## config.mk

```make
export PLATFORM = sky130hd
export DESIGN_NAME = alu_issue_flat
export DESIGN_NICKNAME = d
export VERILOG_FILES = /design/src/rtl/alu_issue_pkg.sv /design/src/rtl/alu_issue_if.sv /design/src/rtl/alu_issue_decode.sv /design/src/rtl/alu_issue.sv /design/src/flat_wrapper.sv
export SDC_FILE = /design/constraint.sdc
export NUM_CORES = 1
export LEC_CHECK = 0
export CORE_MARGIN = 8
export CORE_UTILIZATION = 37
export CTS_BUF_LIST = sky130_fd_sc_hd__clkbuf_16
export CTS_CLUSTER_SIZE = 16
export DETAILED_ROUTE_END_ITERATION = 8
export PLACE_DENSITY = 0.82
export SETUP_SLACK_MARGIN = 0.1
export SYNTH_ARGS = -nofsm -noshare
export SYNTH_HDL_FRONTEND = slang
export SYNTH_SLANG_ARGS = --single-unit
export TNS_END_PERCENT = 30
```

## constraint.sdc

```tcl
create_clock -name clk -period 2.25 [get_ports clk]
set_input_delay 0.45 -clock clk [delete_from_list [all_inputs] [get_ports clk]]
set_output_delay 0.45 -clock clk [all_outputs]
set_load 0.005 [all_outputs]
```

## src/rtl/alu_issue_pkg.sv

```systemverilog
// Shared RV32I decode constants and ALU opcode encoding for the issue stage and the ALU.
package alu_issue_pkg;

  localparam logic [3:0] ALU_OPCODE_ADD = 4'd0;
  localparam logic [3:0] ALU_OPCODE_SUB = 4'd1;
  localparam logic [3:0] ALU_OPCODE_AND = 4'd2;
  localparam logic [3:0] ALU_OPCODE_OR  = 4'd3;
  localparam logic [3:0] ALU_OPCODE_XOR = 4'd4;
  localparam logic [3:0] ALU_OPCODE_SLT = 4'd5;
  localparam logic [3:0] ALU_OPCODE_SLL = 4'd6;
  localparam logic [3:0] ALU_OPCODE_SRL = 4'd7;
  localparam logic [3:0] ALU_OPCODE_SRA = 4'd8;
  localparam logic [3:0] ALU_OPCODE_LUI = 4'd9;

  localparam logic [6:0] OPC_OP     = 7'b0110011;
  localparam logic [6:0] OPC_OP_IMM = 7'b0010011;
  localparam logic [6:0] OPC_LUI    = 7'b0110111;
  localparam logic [6:0] OPC_AUIPC  = 7'b0010111;
  localparam logic [6:0] OPC_LOAD   = 7'b0000011;
  localparam logic [6:0] OPC_STORE  = 7'b0100011;
  localparam logic [6:0] OPC_BRANCH = 7'b1100011;
  localparam logic [6:0] OPC_JAL    = 7'b1101111;
  localparam logic [6:0] OPC_JALR   = 7'b1100111;

  localparam logic [2:0] F3_ADD  = 3'b000;
  localparam logic [2:0] F3_SLL  = 3'b001;
  localparam logic [2:0] F3_SLT  = 3'b010;
  localparam logic [2:0] F3_SLTU = 3'b011;
  localparam logic [2:0] F3_XOR  = 3'b100;
  localparam logic [2:0] F3_SR   = 3'b101;
  localparam logic [2:0] F3_OR   = 3'b110;
  localparam logic [2:0] F3_AND  = 3'b111;
  localparam logic [2:0] F3_BEQ  = 3'b000;
  localparam logic [2:0] F3_BNE  = 3'b001;

  localparam logic [6:0] F7_BASE = 7'b0000000;
  localparam logic [6:0] F7_ALT  = 7'b0100000;

  localparam logic [1:0] BR_NONE = 2'b00;
  localparam logic [1:0] BR_BEQ  = 2'b01;
  localparam logic [1:0] BR_BNE  = 2'b10;
  localparam logic [1:0] BR_JUMP = 2'b11;

  typedef struct packed {
    logic [3:0] ctrl;
    logic       reg_write;
    logic [1:0] branch;
    logic       illegal;
  } ctl_t;

  // alt picks SUB over ADD and SRA over SRL; SLTU shares the SLT opcode.
  function automatic logic [3:0] alu_f3(input logic [2:0] f3, input logic alt);
    case (f3)
      F3_ADD:  return alt ? ALU_OPCODE_SUB : ALU_OPCODE_ADD;
      F3_SLL:  return ALU_OPCODE_SLL;
      F3_SLT:  return ALU_OPCODE_SLT;
      F3_SLTU: return ALU_OPCODE_SLT;
      F3_XOR:  return ALU_OPCODE_XOR;
      F3_SR:   return alt ? ALU_OPCODE_SRA : ALU_OPCODE_SRL;
      F3_OR:   return ALU_OPCODE_OR;
      default: return ALU_OPCODE_AND;
    endcase
  endfunction

endpackage

```

## src/rtl/alu_issue_if.sv

```systemverilog
// Decode-side request, EX-side result and writeback snoop signals of the issue stage.
interface alu_issue_if #(
  parameter int DATA_WIDTH     = 32,
  parameter int REG_ADDR_WIDTH = 5
);
  logic                      in_valid;
  logic                      in_ready;
  logic [31:0]               instr;
  logic [DATA_WIDTH-1:0]     pc;
  logic [DATA_WIDTH-1:0]     rs1_data;
  logic [DATA_WIDTH-1:0]     rs2_data;
  logic                      flush;
  logic                      ex_ready;
  logic                      ex_valid;
  logic [DATA_WIDTH-1:0]     ALUop1;
  logic [DATA_WIDTH-1:0]     ALUop2;
  logic [3:0]                ALUctrl;
  logic [REG_ADDR_WIDTH-1:0] rd;
  logic                      reg_write;
  logic [1:0]                branch;
  logic                      illegal;
  logic [REG_ADDR_WIDTH-1:0] wb_rd;
  logic [DATA_WIDTH-1:0]     wb_data;
  logic                      wb_we;

  modport master (
    output in_valid, instr, pc, rs1_data, rs2_data, flush, ex_ready, wb_rd, wb_data, wb_we,
    input  in_ready, ex_valid, ALUop1, ALUop2, ALUctrl, rd, reg_write, branch, illegal
  );

  modport slave (
    input  in_valid, instr, pc, rs1_data, rs2_data, flush, ex_ready, wb_rd, wb_data, wb_we,
    output in_ready, ex_valid, ALUop1, ALUop2, ALUctrl, rd, reg_write, branch, illegal
  );
endinterface

```

## src/rtl/alu_issue_decode.sv

```systemverilog
// Combinational RV32I decode into ALU control word and operand pair.
module alu_issue_decode
  import alu_issue_pkg::*;
#(
  parameter int DATA_WIDTH     = 32,
  parameter int REG_ADDR_WIDTH = 5
) (
  input  logic [31:0]               instr,
  input  logic [DATA_WIDTH-1:0]     pc,
  input  logic [DATA_WIDTH-1:0]     rs1_data,
  input  logic [DATA_WIDTH-1:0]     rs2_data,
  output ctl_t                      ctl,
  output logic [DATA_WIDTH-1:0]     op1,
  output logic [DATA_WIDTH-1:0]     op2,
  output logic [REG_ADDR_WIDTH-1:0] rd
);

  logic [6:0]            opcode;
  logic [2:0]            f3;
  logic [6:0]            f7;
  logic                  is_shift;
  logic [DATA_WIDTH-1:0] imm_i;
  logic [DATA_WIDTH-1:0] imm_s;

  assign opcode   = instr[6:0];
  assign f3       = instr[14:12];
  assign f7       = instr[31:25];
  assign rd       = REG_ADDR_WIDTH'(instr[11:7]);
  assign is_shift = (f3 == F3_SLL) || (f3 == F3_SR);
  assign imm_i    = DATA_WIDTH'($signed(instr[31:20]));
  assign imm_s    = DATA_WIDTH'($signed({instr[31:25], instr[11:7]}));

  // Illegal encodings fall through with operands left at zero.
  always_comb begin
    ctl = '{ctrl: ALU_OPCODE_ADD, reg_write: 1'b0, branch: BR_NONE, illegal: 1'b0};
    op1 = '0;
    op2 = '0;
    case (opcode)
      OPC_OP: begin
        if (f7 == F7_BASE || (f7 == F7_ALT && (f3 == F3_ADD || f3 == F3_SR))) begin
          ctl.ctrl      = alu_f3(f3, f7 == F7_ALT);
          ctl.reg_write = 1'b1;
          op1           = rs1_data;
          op2           = is_shift ? DATA_WIDTH'(rs2_data[4:0]) : rs2_data;
        end else begin
          ctl.illegal = 1'b1;
        end
      end
      OPC_OP_IMM: begin
        ctl.ctrl      = alu_f3(f3, (f3 == F3_SR) && instr[30]);
        ctl.reg_write = 1'b1;
        op1           = rs1_data;
        op2           = is_shift ? DATA_WIDTH'(instr[24:20]) : imm_i;
      end
      OPC_LUI: begin
        ctl.ctrl      = ALU_OPCODE_LUI;
        ctl.reg_write = 1'b1;
        op2           = DATA_WIDTH'(instr[31:12]);
      end
      OPC_AUIPC: begin
        ctl.reg_write = 1'b1;
        op1           = pc;
        op2           = DATA_WIDTH'({instr[31:12], 12'b0});
      end
      OPC_LOAD: begin
        ctl.reg_write = 1'b1;
        op1           = rs1_data;
        op2           = imm_i;
      end
      OPC_STORE: begin
        op1 = rs1_data;
        op2 = imm_s;
      end
      OPC_BRANCH: begin
        if (f3 == F3_BEQ || f3 == F3_BNE) begin
          ctl.ctrl   = ALU_OPCODE_SUB;
          ctl.branch = (f3 == F3_BEQ) ? BR_BEQ : BR_BNE;
          op1        = rs1_data;
          op2        = rs2_data;
        end else begin
          ctl.illegal = 1'b1;
        end
      end
      OPC_JAL, OPC_JALR: begin
        ctl.reg_write = 1'b1;
        ctl.branch    = BR_JUMP;
        op1           = pc;
        op2           = DATA_WIDTH'(32'd4);
      end
      default: ctl.illegal = 1'b1;
    endcase
    if (instr[11:7] == 5'd0) ctl.reg_write = 1'b0;
  end

endmodule

```

## src/rtl/alu_issue.sv

```systemverilog
// ID/EX issue stage: 1-cycle registered decode, holds while EX stalls, flush kills the entry.
// ALU_ISSUE_FWD_EN: substitute writeback data for matching rs1/rs2 at capture.
module alu_issue
  import alu_issue_pkg::*;
#(
  parameter int DATA_WIDTH     = 32,
  parameter int REG_ADDR_WIDTH = 5
) (
  input logic        clk,
  input logic        rst,
  alu_issue_if.slave bus
);

  logic [DATA_WIDTH-1:0]     rs1_eff;
  logic [DATA_WIDTH-1:0]     rs2_eff;
  ctl_t                      dec_ctl;
  logic [DATA_WIDTH-1:0]     dec_op1;
  logic [DATA_WIDTH-1:0]     dec_op2;
  logic [REG_ADDR_WIDTH-1:0] dec_rd;

  logic                      ex_valid_q;
  ctl_t                      ctl_q;
  logic [DATA_WIDTH-1:0]     op1_q;
  logic [DATA_WIDTH-1:0]     op2_q;
  logic [REG_ADDR_WIDTH-1:0] rd_q;
  logic                      in_ready_c;

`ifdef ALU_ISSUE_FWD_EN
  logic [REG_ADDR_WIDTH-1:0] rs1_idx;
  logic [REG_ADDR_WIDTH-1:0] rs2_idx;

  assign rs1_idx = REG_ADDR_WIDTH'(bus.instr[19:15]);
  assign rs2_idx = REG_ADDR_WIDTH'(bus.instr[24:20]);
  assign rs1_eff = (bus.wb_we && bus.wb_rd != '0 && bus.wb_rd == rs1_idx) ? bus.wb_data : bus.rs1_data;
  assign rs2_eff = (bus.wb_we && bus.wb_rd != '0 && bus.wb_rd == rs2_idx) ? bus.wb_data : bus.rs2_data;
`else
  logic unused_wb;

  assign rs1_eff   = bus.rs1_data;
  assign rs2_eff   = bus.rs2_data;
  assign unused_wb = &{1'b0, bus.wb_we, bus.wb_rd, bus.wb_data};
`endif

  alu_issue_decode #(
    .DATA_WIDTH     (DATA_WIDTH),
    .REG_ADDR_WIDTH (REG_ADDR_WIDTH)
  ) u_decode (
    .instr    (bus.instr),
    .pc       (bus.pc),
    .rs1_data (rs1_eff),
    .rs2_data (rs2_eff),
    .ctl      (dec_ctl),
    .op1      (dec_op1),
    .op2      (dec_op2),
    .rd       (dec_rd)
  );

  assign in_ready_c = !ex_valid_q || bus.ex_ready;

  // Flush only kills the valid bit; data registers keep whatever they held.
  always_ff @(posedge clk) begin
    if (rst) begin
      ex_valid_q <= 1'b0;
      ctl_q      <= '0;
      op1_q      <= '0;
      op2_q      <= '0;
      rd_q       <= '0;
    end else if (bus.flush) begin
      ex_valid_q <= 1'b0;
    end else if (in_ready_c) begin
      ex_valid_q <= bus.in_valid;
      if (bus.in_valid) begin
        ctl_q <= dec_ctl;
        op1_q <= dec_op1;
        op2_q <= dec_op2;
        rd_q  <= dec_rd;
      end
    end
  end

  assign bus.in_ready  = in_ready_c;
  assign bus.ex_valid  = ex_valid_q;
  assign bus.ALUop1    = op1_q;
  assign bus.ALUop2    = op2_q;
  assign bus.ALUctrl   = ctl_q.ctrl;
  assign bus.rd        = rd_q;
  assign bus.reg_write = ctl_q.reg_write;
  assign bus.branch    = ctl_q.branch;
  assign bus.illegal   = ctl_q.illegal;

endmodule

```

## src/flat_wrapper.sv

```systemverilog
// flat-port wrapper written by rule: the top's interface ports become plain ports
module alu_issue_flat import alu_issue_pkg::*;
#(
  parameter int DATA_WIDTH     = 32,
  parameter int REG_ADDR_WIDTH = 5
)
  (clk, rst, bus_in_valid, bus_instr, bus_pc, bus_rs1_data, bus_rs2_data, bus_flush, bus_ex_ready, bus_wb_rd, bus_wb_data, bus_wb_we, bus_in_ready, bus_ex_valid, bus_ALUop1, bus_ALUop2, bus_ALUctrl, bus_rd, bus_reg_write, bus_branch, bus_illegal);
  alu_issue_if #(.DATA_WIDTH(DATA_WIDTH), .REG_ADDR_WIDTH(REG_ADDR_WIDTH)) bus_i ();
  input logic clk;
  input logic rst;
  input wire logic [$bits(bus_i.in_valid)-1:0] bus_in_valid;
  input wire logic [$bits(bus_i.instr)-1:0] bus_instr;
  input wire logic [$bits(bus_i.pc)-1:0] bus_pc;
  input wire logic [$bits(bus_i.rs1_data)-1:0] bus_rs1_data;
  input wire logic [$bits(bus_i.rs2_data)-1:0] bus_rs2_data;
  input wire logic [$bits(bus_i.flush)-1:0] bus_flush;
  input wire logic [$bits(bus_i.ex_ready)-1:0] bus_ex_ready;
  input wire logic [$bits(bus_i.wb_rd)-1:0] bus_wb_rd;
  input wire logic [$bits(bus_i.wb_data)-1:0] bus_wb_data;
  input wire logic [$bits(bus_i.wb_we)-1:0] bus_wb_we;
  output wire logic [$bits(bus_i.in_ready)-1:0] bus_in_ready;
  output wire logic [$bits(bus_i.ex_valid)-1:0] bus_ex_valid;
  output wire logic [$bits(bus_i.ALUop1)-1:0] bus_ALUop1;
  output wire logic [$bits(bus_i.ALUop2)-1:0] bus_ALUop2;
  output wire logic [$bits(bus_i.ALUctrl)-1:0] bus_ALUctrl;
  output wire logic [$bits(bus_i.rd)-1:0] bus_rd;
  output wire logic [$bits(bus_i.reg_write)-1:0] bus_reg_write;
  output wire logic [$bits(bus_i.branch)-1:0] bus_branch;
  output wire logic [$bits(bus_i.illegal)-1:0] bus_illegal;
  assign bus_i.in_valid = bus_in_valid;
  assign bus_i.instr = bus_instr;
  assign bus_i.pc = bus_pc;
  assign bus_i.rs1_data = bus_rs1_data;
  assign bus_i.rs2_data = bus_rs2_data;
  assign bus_i.flush = bus_flush;
  assign bus_i.ex_ready = bus_ex_ready;
  assign bus_i.wb_rd = bus_wb_rd;
  assign bus_i.wb_data = bus_wb_data;
  assign bus_i.wb_we = bus_wb_we;
  assign bus_in_ready = bus_i.in_ready;
  assign bus_ex_valid = bus_i.ex_valid;
  assign bus_ALUop1 = bus_i.ALUop1;
  assign bus_ALUop2 = bus_i.ALUop2;
  assign bus_ALUctrl = bus_i.ALUctrl;
  assign bus_rd = bus_i.rd;
  assign bus_reg_write = bus_i.reg_write;
  assign bus_branch = bus_i.branch;
  assign bus_illegal = bus_i.illegal;
  alu_issue #(.DATA_WIDTH(DATA_WIDTH), .REG_ADDR_WIDTH(REG_ADDR_WIDTH)) u_core (.clk(clk), .rst(rst), .bus(bus_i));
endmodule
```

==> results of run 1 <==
## metal layers
layer  vias to the layer above  global-route usage, %
met3                        32                   5.42
met5                         -                      0
li1                       2184                      -
met4                         0                   9.53
met1                      2210                   27.9
met2                       219                   39.8
## placed cells by master, fill, tap and decap left out, types with 2 or more instances in the layout
master,netlist,final
a211oi_1,2,2
a21oi_1,18,17
a21oi_2,2,3
a221o_1,18,18
a221oi_1,9,9
a222oi_1,6,6
a22oi_1,47,47
buf_12,0,5
buf_4,1,74
buf_6,4,4
clkbuf_16,0,9
clkbuf_2,0,3
clkdlybuf4s50_1,0,194
clkinvlp_4,0,2
dfxtp_1,78,78
dlygate4sd2_1,0,4
dlymetal6s2s_1,0,9
inv_1,3,4
mux2_2,7,7
nand2_1,42,41
nand2b_1,13,11
nand3_1,3,2
nor2_1,39,35
nor2_2,0,3
nor3_1,11,10
nor3_2,1,2
nor4_1,2,2
o21ai_0,16,16
o2bb2ai_1,34,33
o2bb2ai_2,2,3
## synthesized netlist by cell type, drive strengths merged (2+ instances only)
| master | instances |
|---|---|
| dfxtp | 78 |
| o21ai | 17 |
| mux2 | 7 |
| nand2 | 42 |
| and2 | 2 |
| a2111oi | 3 |
| inv | 4 |
| nand2b | 13 |
| a22oi | 47 |
| a221oi | 9 |
| nor2 | 39 |
| a21oi | 20 |
| nor3 | 13 |
| buf | 18 |
| nor4 | 3 |
| o2bb2ai | 36 |
| a221o | 18 |
| a222oi | 6 |
| a211oi | 2 |
| clkbuf | 20 |
| nand3 | 3 |
## kinds of logic after synthesis
kind of cell / count (synthesis)
AO/OA/AOI/OAI: 170
AND/OR/NAND/NOR: 125
flip-flops: 78
buffers and inverters: 42
multiplexers: 7
XOR/XNOR: 1
## cell type report
| class | count | share of cell area, % |
|---|---|---|
| timing repair buffer | 297 | 40.8 |
| multi-input combinational | 303 | 30.4 |
| sequential | 78 | 22.1 |
| clock inverter | 7 | 0.938 |
| clock buffer | 9 | 3.18 |
| antenna | 1 | 0.0354 |
| tap | 136 | 2.41 |
| inverter | 4 | 0.212 |
## state kept, by name, summed over array words and instances (netlist names)
register,cells
u_core.bus.ALUctrl,4
u_core.bus.ALUop1,32
u_core.bus.ALUop2,32
u_core.bus.branch,2
u_core.bus.ex_valid,1
u_core.bus.illegal,1
u_core.bus.rd,5
u_core.bus.reg_write,1
## critical path, delay by kind of cell
family / cells / cell delay (ps)
buffers and inverters: 5 / 1100
and+or+nand+nor: 2 / 310
AOI/OAI and AO/OA: 2 / 470
## power by group through the flow
stage	Clock, µW	Combinational (µW)	Sequential, µW
floorplan	0	138	1430
global placement	0	501	1430
detailed placement	0	510	1430
CTS	1460	514	1400
global route	1520	562	1400
finish	1440	530	1400
## stage by stage
step	worst slack (ps)	area, µm²	setup TNS [ps]	total power [µW]
after floorplan	204	3840	0	1570
after global placement	-318	6480	-17990	1930
after detailed placement	-418	6480	-20570	1940
after CTS	102	6930	0	3370
after global routing	73.7	7070	0	3480
final	175	7070	0	3370
## path summary, 6_finish.rpt
check / from / to / slack [ps] / depth (start not counted)
max reg2reg: u_core.bus.ex_valid / u_core.bus.ALUop1[29] / 470 / 8
min: u_core.bus.ALUop2[9] / u_core.bus.ALUop2[9] / 450 / 2
max: bus_ex_ready / u_core.bus.ALUop1[29] / 180 / 9
min reg2reg: u_core.bus.ALUop2[9] / u_core.bus.ALUop2[9] / 450 / 2
## repair_timing
| action | in CTS | in global routing |
|---|---|---|
| buffers inserted | 8 | 8 |
| hold buffers | 0 | 0 |
| pin swaps | 9 | 11 |
| cloned | 3 | 0 |
| setup endpoints to repair | 57 | 69 |
| resized for setup | 15 | 31 |
==> impl_metrics.py, run 1 <==
metrics = {
    "global_routing": {
        "antenna_found_initial": 1,
        "grt_overflow": 0,
        "grt_pass1_wl_um": 26200,
        "grt_max_degree": 41,
        "grt_pass1_vias": 4808,
        "grtUsageTotal_pct": 23.4,
    },
    "setup_path": {
        "crit_chain": "clkdlybuf4s50_1 -> nand2b_4 -> nand3b_1 -> buf_6 -> a2111oi_4 -> buf_4 -> buf_12 -> buf_12 -> o2bb2ai_1",
        "cpPeakStageDelay_ps": 460,
        "cp_slowest_cell": "clkdlybuf4s50_1",
        "startpoint_type": "input port",
        "path_class": "input port to flip-flop",
        "cp_common_cell": "buf_12",
        "crit_arrival_ps": 2340,
        "cp_max_fo": 8,
        "cp-end-kind": "flip-flop",
        "cp.required_ps": 2510,
    },
    "floorplan": {
        "start_util_pct": 37.7,
        "core.rowCount": 37,
        "dieHeight_um": 118,
        "die_w_um": 118,
        "die_area_mm2": 0.0139,
        "pin_count": 250,
        "coreArea_mm2": 0.0102,
    },
    "yosys": {
        "synth_edf_count": 0,
        "avgSynthCellArea_um2": 9.08,
        "synth_cell_types": 55,
        "synthArstFlopShare_pct": 0,
        "yosysTopAreaCell": "dfxtp_1",
        "synthesis.area_mm2": 0.00384,
        "synth_compound_gate_area_share_pct": 35.4,
        "synth_flop_cell": "dfxtp_1",
        "synthMuxAreaShare_pct": 2.05,
        "syn_inst": 423,
        "synth_top_area_share_pct": 40.7,
        "ys_ff_latch": 78,
        "syn_nets": 594,
        "synth-xor-area-share_pct": 0.228,
        "yosys.area_share.adder_pct": 0,
        "synth_top_family_by_area": "compound AO/OA/AOI/OAI gates",
        "synth_simple_gate_area_share_pct": 16.3,
        "yosysWarningCount": 0,
        "ys_seq_area_share_pct": 40.7,
        "synthTopCellsByArea": "dfxtp_1 41%, a22oi_1 9.2%, o2bb2ai_1 7.8%, a221o_1 4.7%, nand2_1 4.1%",
    },
    "place": {
        "place.gp.congestion": 0.891,
        "numPortBuffers": 211,
        "hpwl_um": 12900,
        "place_inst": 799,
    },
    "routing": {
        "wirelength_um": 17100,
        "drt_pre_antenna_iters": 5,
        "vias": 4645,
        "drc": 0,
        "drtIter0Drc": 318,
        "top_layer_used": "met4",
        "wl_met2_um": 8390,
        "wl_per_cell_um": 20.4,
        "ant_nets": 0,
        "met1_length_um": 7000,
        "drt-vias-per-instance": 5.56,
        "route.met3.wl_um": 1200,
    },
    "sta": {
        "hold_ws_ps": 450,
        "finalCriticalPeriod_ps": 2070,
        "grt_setup_unrepaired": "true",
        "fin_crit_sh_pct": 92.2,
        "fin_skew_ps": 5.69,
        "drv_slew": 0,
        "setup_violations": 0,
        "finalHoldViolations": 0,
        "slew_headroom_pct": 28.6,
        "fmax_ghz": 0.482,
        "worstMarginPinSlew_ps": 1070,
    },
    "clock_tree": {
        "htree_levels": 3,
        "cts_buffers": 9,
        "clock_latency_ps": 340,
        "clockBufferDepth": 2,
        "cts.clk_slew.worst_paths_ps": 60,
        "cts_tree": "done",
        "cts.sinks": 78,
        "cts_root_buf": "clkbuf_16",
    },
    "finish": {
        "stdcell_count": 835,
        "multi_input_area_mm2": 0.00215,
        "register_area_mm2": 0.00156,
        "area_growth_pct": 84.2,
        "final_core_util_pct": 69.4,
        "fin_nets": 864,
        "fillers": 808,
        "drive_gt1_share_pct": 20.1,
    },
    "run": {
        "max-cap-violations": 0,
    },
    "hold_path": {
        "hold_path_class": "flip-flop to flip-flop",
    },
    "pwr": {
        "seq_power_share_pct": 41.5,
        "switching_share_pct": 24.0,
        "combPwrFrac_pct": 15.8,
        "clock_power_share_pct": 42.7,
        "internal_power_uw": 2560,
        "p_sw_uw": 808,
        "p_per_area_mw_per_mm2": 476,
        "vdd_drop_max_mv": 0.410,
        "p_leak_uw": 0.00259,
    },
    "outcome": {
        "outcome": "finished, final reports clean",
    },
}
No activity file was read; power rests on OpenSTA's default activity.
==> inputs of run 2 (changes only) <==
--- a/config.mk
+++ b/config.mk
@@ -6,11 +6,12 @@
 export NUM_CORES = 1
 export LEC_CHECK = 0
 export CORE_MARGIN = 8
-export CORE_UTILIZATION = 37
+export CORE_UTILIZATION = 39
 export CTS_BUF_LIST = sky130_fd_sc_hd__clkbuf_16
 export CTS_CLUSTER_SIZE = 16
 export DETAILED_ROUTE_END_ITERATION = 8
-export PLACE_DENSITY = 0.82
+export GPL_TIMING_DRIVEN = 0
+export PLACE_DENSITY = 0.86
 export SETUP_SLACK_MARGIN = 0.1
 export SYNTH_ARGS = -nofsm -noshare
 export SYNTH_HDL_FRONTEND = slang
==> constraint.sdc (replaced) <==
create_clock -name clk -period 2.5 [get_ports clk]
set_input_delay 0.5 -clock clk [delete_from_list [all_inputs] [get_ports clk]]
set_output_delay 0.5 -clock clk [all_outputs]
set_load 0.005 [all_outputs]
==> run 2 against run 1 <==
Sequential power down 10%; global-route usage up 1.3 points; clock skew up 6.0 ps; core utilization down 1.8 points; cell count down 5.6%; non-clock buffer count down 43; sequential cell count unchanged; count of clock-buffer cells in the layout unchanged; largest power group unchanged.
==> impl_metrics.py, run 2 (synthesis gave the netlist of run 1 again) <==
metrics = {
    "sta": {
        "fin_crit_sh_pct": 96.3,
        "slew_headroom_pct": 53.2,
        "grt_setup_unrepaired": "true",
        "setup_violations": 0,
        "finalHoldViolations": 0,
        "finalCriticalPeriod_ps": 2410,
        "fin_skew_ps": 11.7,
        "fmax_ghz": 0.415,
        "worstMarginPinSlew_ps": 685,
        "drv_slew": 0,
        "fin_tns_setup_ps": 0,
    },
    "routing": {
        "ant_nets": 0,
        "drtIter0Drc": 483,
        "wl_per_cell_um": 21.5,
        "drt_pre_antenna_iters": 5,
        "drc": 0,
        "drt-vias-per-instance": 5.89,
        "wirelength_um": 17000,
        "vias": 4642,
    },
    "pwr": {
        "p_per_area_mw_per_mm2": 481,
        "clock_power_share_pct": 46.0,
        "p_sw_uw": 765,
        "vdd_drop_max_mv": 0.385,
        "combPwrFrac_pct": 14.0,
        "p_total_uw": 3150,
        "seq_power_share_pct": 40.0,
        "internal_power_uw": 2380,
        "switching_share_pct": 24.3,
        "p_leak_uw": 0.00223,
    },
    "outcome": {
        "outcome": "finished, final reports clean",
    },
    "setup_path": {
        "cp-end-kind": "flip-flop",
        "cp.required_ps": 2760,
        "r2r-start": "u_core.bus.ex_valid",
        "r2r-end": "u_core.bus.ALUctrl[3]",
        "rrSetupSlack_ps": 570,
        "crit_arrival_ps": 2660,
        "critPathLaunch": "bus_instr[0]",
        "startpoint_type": "input port",
        "path_class": "input port to flip-flop",
        "r2r_cells": 6,
        "cp_max_fo": 4,
    },
    "clock_tree": {
        "cts_tree": "done",
        "htree_levels": 3,
        "clockBufferDepth": 2,
        "cts_root_buf": "clkbuf_16",
        "clock_latency_ps": 340,
        "hold_buffers": 0,
        "cts.clk_slew.worst_paths_ps": 60,
        "cts.sinks": 78,
        "cts_buffers": 9,
    },
    "floorplan": {
        "core.rowCount": 36,
        "die_area_mm2": 0.0133,
        "dieHeight_um": 115,
        "start_util_pct": 39.7,
        "coreArea_mm2": 0.00968,
        "die_w_um": 115,
        "pin_count": 250,
    },
    "hold_path": {
        "hold_depth": 2,
        "holdCritStartpoint": "u_core.bus.reg_write",
        "hold_end": "u_core.bus.reg_write",
        "hold_path_class": "flip-flop to flip-flop",
    },
    "place": {
        "placed_cell_area_mm2": 0.00609,
        "hpwl_um": 13200,
        "place_inst": 764,
        "place.gp.congestion": 0.947,
        "numPortBuffers": 208,
    },
    "finish": {
        "drive_gt1_share_pct": 10.5,
        "fin_nets": 821,
        "final_cell_area_mm2": 0.00655,
        "area_growth_pct": 70.5,
        "stdcell_count": 788,
        "antenna_cells": 0,
        "layout_common_cells": "205 x clkdlybuf4s50_1, 78 x dfxtp_1, 47 x a22oi_1, 42 x nand2_1, 37 x nor2_1",
        "final_core_util_pct": 67.6,
        "final_common_cell": "clkdlybuf4s50_1",
    },
    "global_routing": {
        "grt_overflow": 0,
        "grt_pass1_vias": 4673,
        "antenna_found_initial": 0,
        "grt_pass1_wl_um": 25800,
        "grtUsageTotal_pct": 24.8,
        "grt_max_degree": 15,
    },
    "run": {
        "max-cap-violations": 0,
    },
}
[run 2: cell count changes in the layout (fill, tap and decap cells not counted), sizes merged]
| cell | before | now |
|---|---|---|
| clkdlybuf4s50 | 194 | 205 |
| dlygate4sd2 | 4 | 1 |
| diode | 1 | 0 |
| clkbuf | 12 | 29 |
| dlymetal6s2s | 9 | 2 |
| clkinv | 3 | 1 |
| buf | 86 | 26 |
| inv | 5 | 7 |
| clkinvlp | 2 | 1 |
| bufinv | 1 | 2 |
| bufbuf | 1 | 0 |
[run 2: final cells by class]
class	count	area [µm²]
flip-flops and latches	78	1560
plain buffers	38	196
fillers	776	3140
clock buffers	9	225
well taps	133	166
repair buffers	216	2150
multi-input cells	303	2140
inverters	4	15.0
clock inverters	7	97.6
[run 2: worst max path at each step]
stage	cells after the start	end
after floorplan	8	u_core.bus.ALUop1[16]
after global placement	7	u_core.bus.ALUop1[18]
after detailed placement	7	u_core.bus.ALUop2[9]
after CTS	9	u_core.bus.ALUop2[23]
after global routing	6	u_core.bus.ALUctrl[3]
final	6	u_core.bus.ALUctrl[3]
[run 2: repair_timing]
item                       in CTS  in global routing
setup buffers                   2                  6
pin swaps                       3                  4
gates resized for setup        10                 10
setup endpoints to repair      49                 61
[run 2: routing by layer]
metal	vias up	track usage, %	routed length (µm)
met5	-	0	0
met4	0	8.23	425
met3	34	6.41	1430
met2	269	42.1	8260
met1	2235	29.6	6850
li1	2104	-	-
[run 2: power groups by stage]
stage | sequential, µW | clock [µW] | combinational, µW
CTS | 1260 | 1450 | 428
detailed placement | 1290 | 0 | 421
global route | 1260 | 1490 | 466
floorplan | 1290 | 0 | 125
global placement | 1290 | 0 | 414
finish | 1260 | 1450 | 441
[run 2: worst max-delay path, stage by stage]
cell and delay [ps]:
clkdlybuf4s50_1 570, and4bb_1 350, nand2b_1 220, a2111oi_0 690
nor3_1 130, nor3_1 200
[run 2: stage by stage]
| stage | hold WS, ps | worst slack, ps |
|---|---|---|
| 2_1_floorplan | 448 | 404 |
| 3_3_place_gp | 439 | -320 |
| 3_5_place_dp | 447 | -372 |
| 4_1_cts | 455 | 129 |
| 5_1_grt | 477 | 7.18 |
| 6_report | 455 | 91.7 |
==> inputs of run 3 (changes only) <==
--- a/config.mk
+++ b/config.mk
@@ -6,12 +6,12 @@
 export NUM_CORES = 1
 export LEC_CHECK = 0
 export CORE_MARGIN = 8
-export CORE_UTILIZATION = 39
+export CORE_UTILIZATION = 37
 export CTS_BUF_LIST = sky130_fd_sc_hd__clkbuf_16
 export CTS_CLUSTER_SIZE = 16
 export DETAILED_ROUTE_END_ITERATION = 8
 export GPL_TIMING_DRIVEN = 0
-export PLACE_DENSITY = 0.86
+export PLACE_DENSITY = 0.82
 export SETUP_SLACK_MARGIN = 0.1
 export SYNTH_ARGS = -nofsm -noshare
 export SYNTH_HDL_FRONTEND = slang
==> constraint.sdc (replaced) <==
create_clock -name clk -period 2.6 [get_ports clk]
set_input_delay 0.52 -clock clk [delete_from_list [all_inputs] [get_ports clk]]
set_output_delay 0.52 -clock clk [all_outputs]
set_load 0.005 [all_outputs]
==> run 3 against run 2 <==
Register-to-register slack about the same; core utilization decreased by 3.9 points; total power decreased by 5.3%; clock skew decreased by 3.8 ps; worst setup slack improved by 4.7 ps; cell count decreased by 0.25%; count of clock-buffer cells in the layout unchanged; sequential cell count unchanged; combinational power decreased by 5.4%; routed wire length decreased by 3.7%.
==> impl_metrics.py, run 3 (synthesis gave the netlist of run 1 again) <==
metrics = {
    "outcome": {
        "outcome": "finished, final reports clean",
    },
    "hold_path": {
        "hold_end": "u_core.bus.reg_write",
        "hold_path_class": "flip-flop to flip-flop",
        "hold_depth": 2,
        "holdCritStartpoint": "u_core.bus.reg_write",
    },
    "setup_path": {
        "cp.required_ps": 2810,
        "r2r-start": "u_core.bus.ex_valid",
        "cp_common_cell": "buf_2",
        "r2r_cells": 6,
        "rrSetupSlack_ps": 570,
        "cp-end-kind": "flip-flop",
        "crit_arrival_ps": 2710,
        "cp_slowest_cell": "clkdlybuf4s50_1",
        "crit_chain": "clkdlybuf4s50_1 -> buf_2 -> nand2_1 -> a2111o_1 -> and2_1 -> buf_2 -> clkbuf_4 -> a22oi_1 -> nor2_1",
        "r2r-end": "u_core.bus.branch[1]",
        "cp_max_fo": 10,
        "startpoint_type": "input port",
        "path_class": "input port to flip-flop",
        "cpPeakStageDelay_ps": 580,
        "cp_num_buf_inv": 4,
        "cp_top_family": "buffers and inverters",
    },
    "pwr": {
        "p_total_uw": 2980,
        "p_leak_uw": 0.00218,
        "p_per_area_mw_per_mm2": 460,
        "vdd_drop_max_mv": 0.265,
    },
    "clock_tree": {
        "cts.sinks": 78,
        "clockBufferDepth": 2,
        "cts_root_buf": "clkbuf_16",
        "cts.clk_slew.worst_paths_ps": 70,
        "htree_levels": 3,
        "cts_tree": "done",
        "cts_buffers": 9,
        "hold_buffers": 0,
        "clock_latency_ps": 340,
    },
    "routing": {
        "wirelength_um": 16300,
        "drc": 0,
        "ant_nets": 0,
        "wl_per_cell_um": 20.8,
        "drt-vias-per-instance": 5.78,
        "vias": 4541,
        "drtIter0Drc": 329,
        "drt_pre_antenna_iters": 5,
    },
    "floorplan": {
        "coreArea_mm2": 0.0102,
        "core.rowCount": 37,
        "start_util_pct": 37.7,
        "dieHeight_um": 118,
        "die_w_um": 118,
        "die_area_mm2": 0.0139,
        "pin_count": 250,
    },
    "sta": {
        "finalCriticalPeriod_ps": 2500,
        "fin_skew_ps": 7.91,
        "drv_slew": 0,
        "fin_crit_sh_pct": 96.3,
        "fmax_ghz": 0.399,
        "worstMarginPinSlew_ps": 700,
        "hold_ws_ps": 459,
        "finalHoldViolations": 0,
        "slew_headroom_pct": 53.3,
        "grt_setup_unrepaired": "true",
        "setup_violations": 0,
    },
    "finish": {
        "stdcell_count": 786,
        "final_common_cell": "clkdlybuf4s50_1",
        "fin_nets": 816,
        "area_growth_pct": 68.8,
        "register_area_mm2": 0.00156,
        "layout_common_cells": "208 x clkdlybuf4s50_1, 78 x dfxtp_1, 47 x a22oi_1, 41 x nand2_1, 37 x nor2_1",
        "multi_input_area_mm2": 0.00212,
        "fillers": 875,
        "antenna_cells": 0,
        "drive_gt1_share_pct": 10.0,
        "final_cell_area_mm2": 0.00648,
    },
    "global_routing": {
        "grt_pass1_vias": 4589,
        "grtUsageTotal_pct": 22.8,
        "grt_overflow": 0,
        "grt_max_degree": 17,
        "antenna_found_initial": 0,
        "grt_pass1_wl_um": 25400,
    },
    "run": {
        "max-cap-violations": 0,
    },
    "place": {
        "placed_cell_area_mm2": 0.00609,
        "hpwl_um": 13000,
        "place.gp.congestion": 0.967,
        "numPortBuffers": 208,
        "place_inst": 767,
    },
}
[run 3: area by class of cell]
type,count,area share [%]
clock inverter,7,1.35
timing repair buffer,211,32.5
tap,136,2.62
multi-input combinational,303,32.7
inverter,4,0.232
sequential,78,24.1
buffer,38,3.11
clock buffer,9,3.47
[run 3: power breakdown]
part,leakage [µW],switching [µW],internal (µW)
Clock,0.000155,582,770
Combinational,0.00139,179,238
Sequential,0.000629,5.45,1200
[run 3: per-layer routing]
layer  GRT usage, %  share of wire (%)  vias up
met5              0                  0        -
met4           8.41                2.5        0
met3           5.85                7.4       38
met2           38.1                 48      230
met1           27.7                 42     2184
li1               -                  -     2089
[run 3: through the flow]
stage               TNS [ps]  utilization (%)  setup WS [ps]
finish                     0             63.7           96.4
global route           -8.35             63.7          -8.35
CTS                        0             63.1           67.4
detailed placement    -15010             59.8           -300
global placement      -12710             59.8           -264
floorplan                  0                -            484
[run 3: worst register-to-register path, delay by kind of cell, from the launching register on]
kind                   cells  cell delay [ps]
flip-flops                 1              330
buffers and inverters      2             1010
AND/OR/NAND/NOR            4              610
[run 3: worst max-delay path by stage]
stage / from / to / cells past startpoint
finish: bus_instr[4] / u_core.bus.ALUop2[21] / 9
global route: bus_ex_ready / u_core.bus.branch[0] / 7
CTS: bus_instr[4] / u_core.bus.ALUop2[9] / 7
detailed placement: bus_instr[26] / u_core.bus.ALUop1[12] / 8
global placement: bus_instr[4] / u_core.bus.ALUop2[10] / 7
floorplan: bus_instr[6] / u_core.bus.ALUop1[16] / 8
[run 3: what timing repair did]
item                       in CTS  in global routing
resized for setup               1                 16
pin swaps                       1                  1
setup endpoints to repair      33                 69
buffers inserted                3                  0
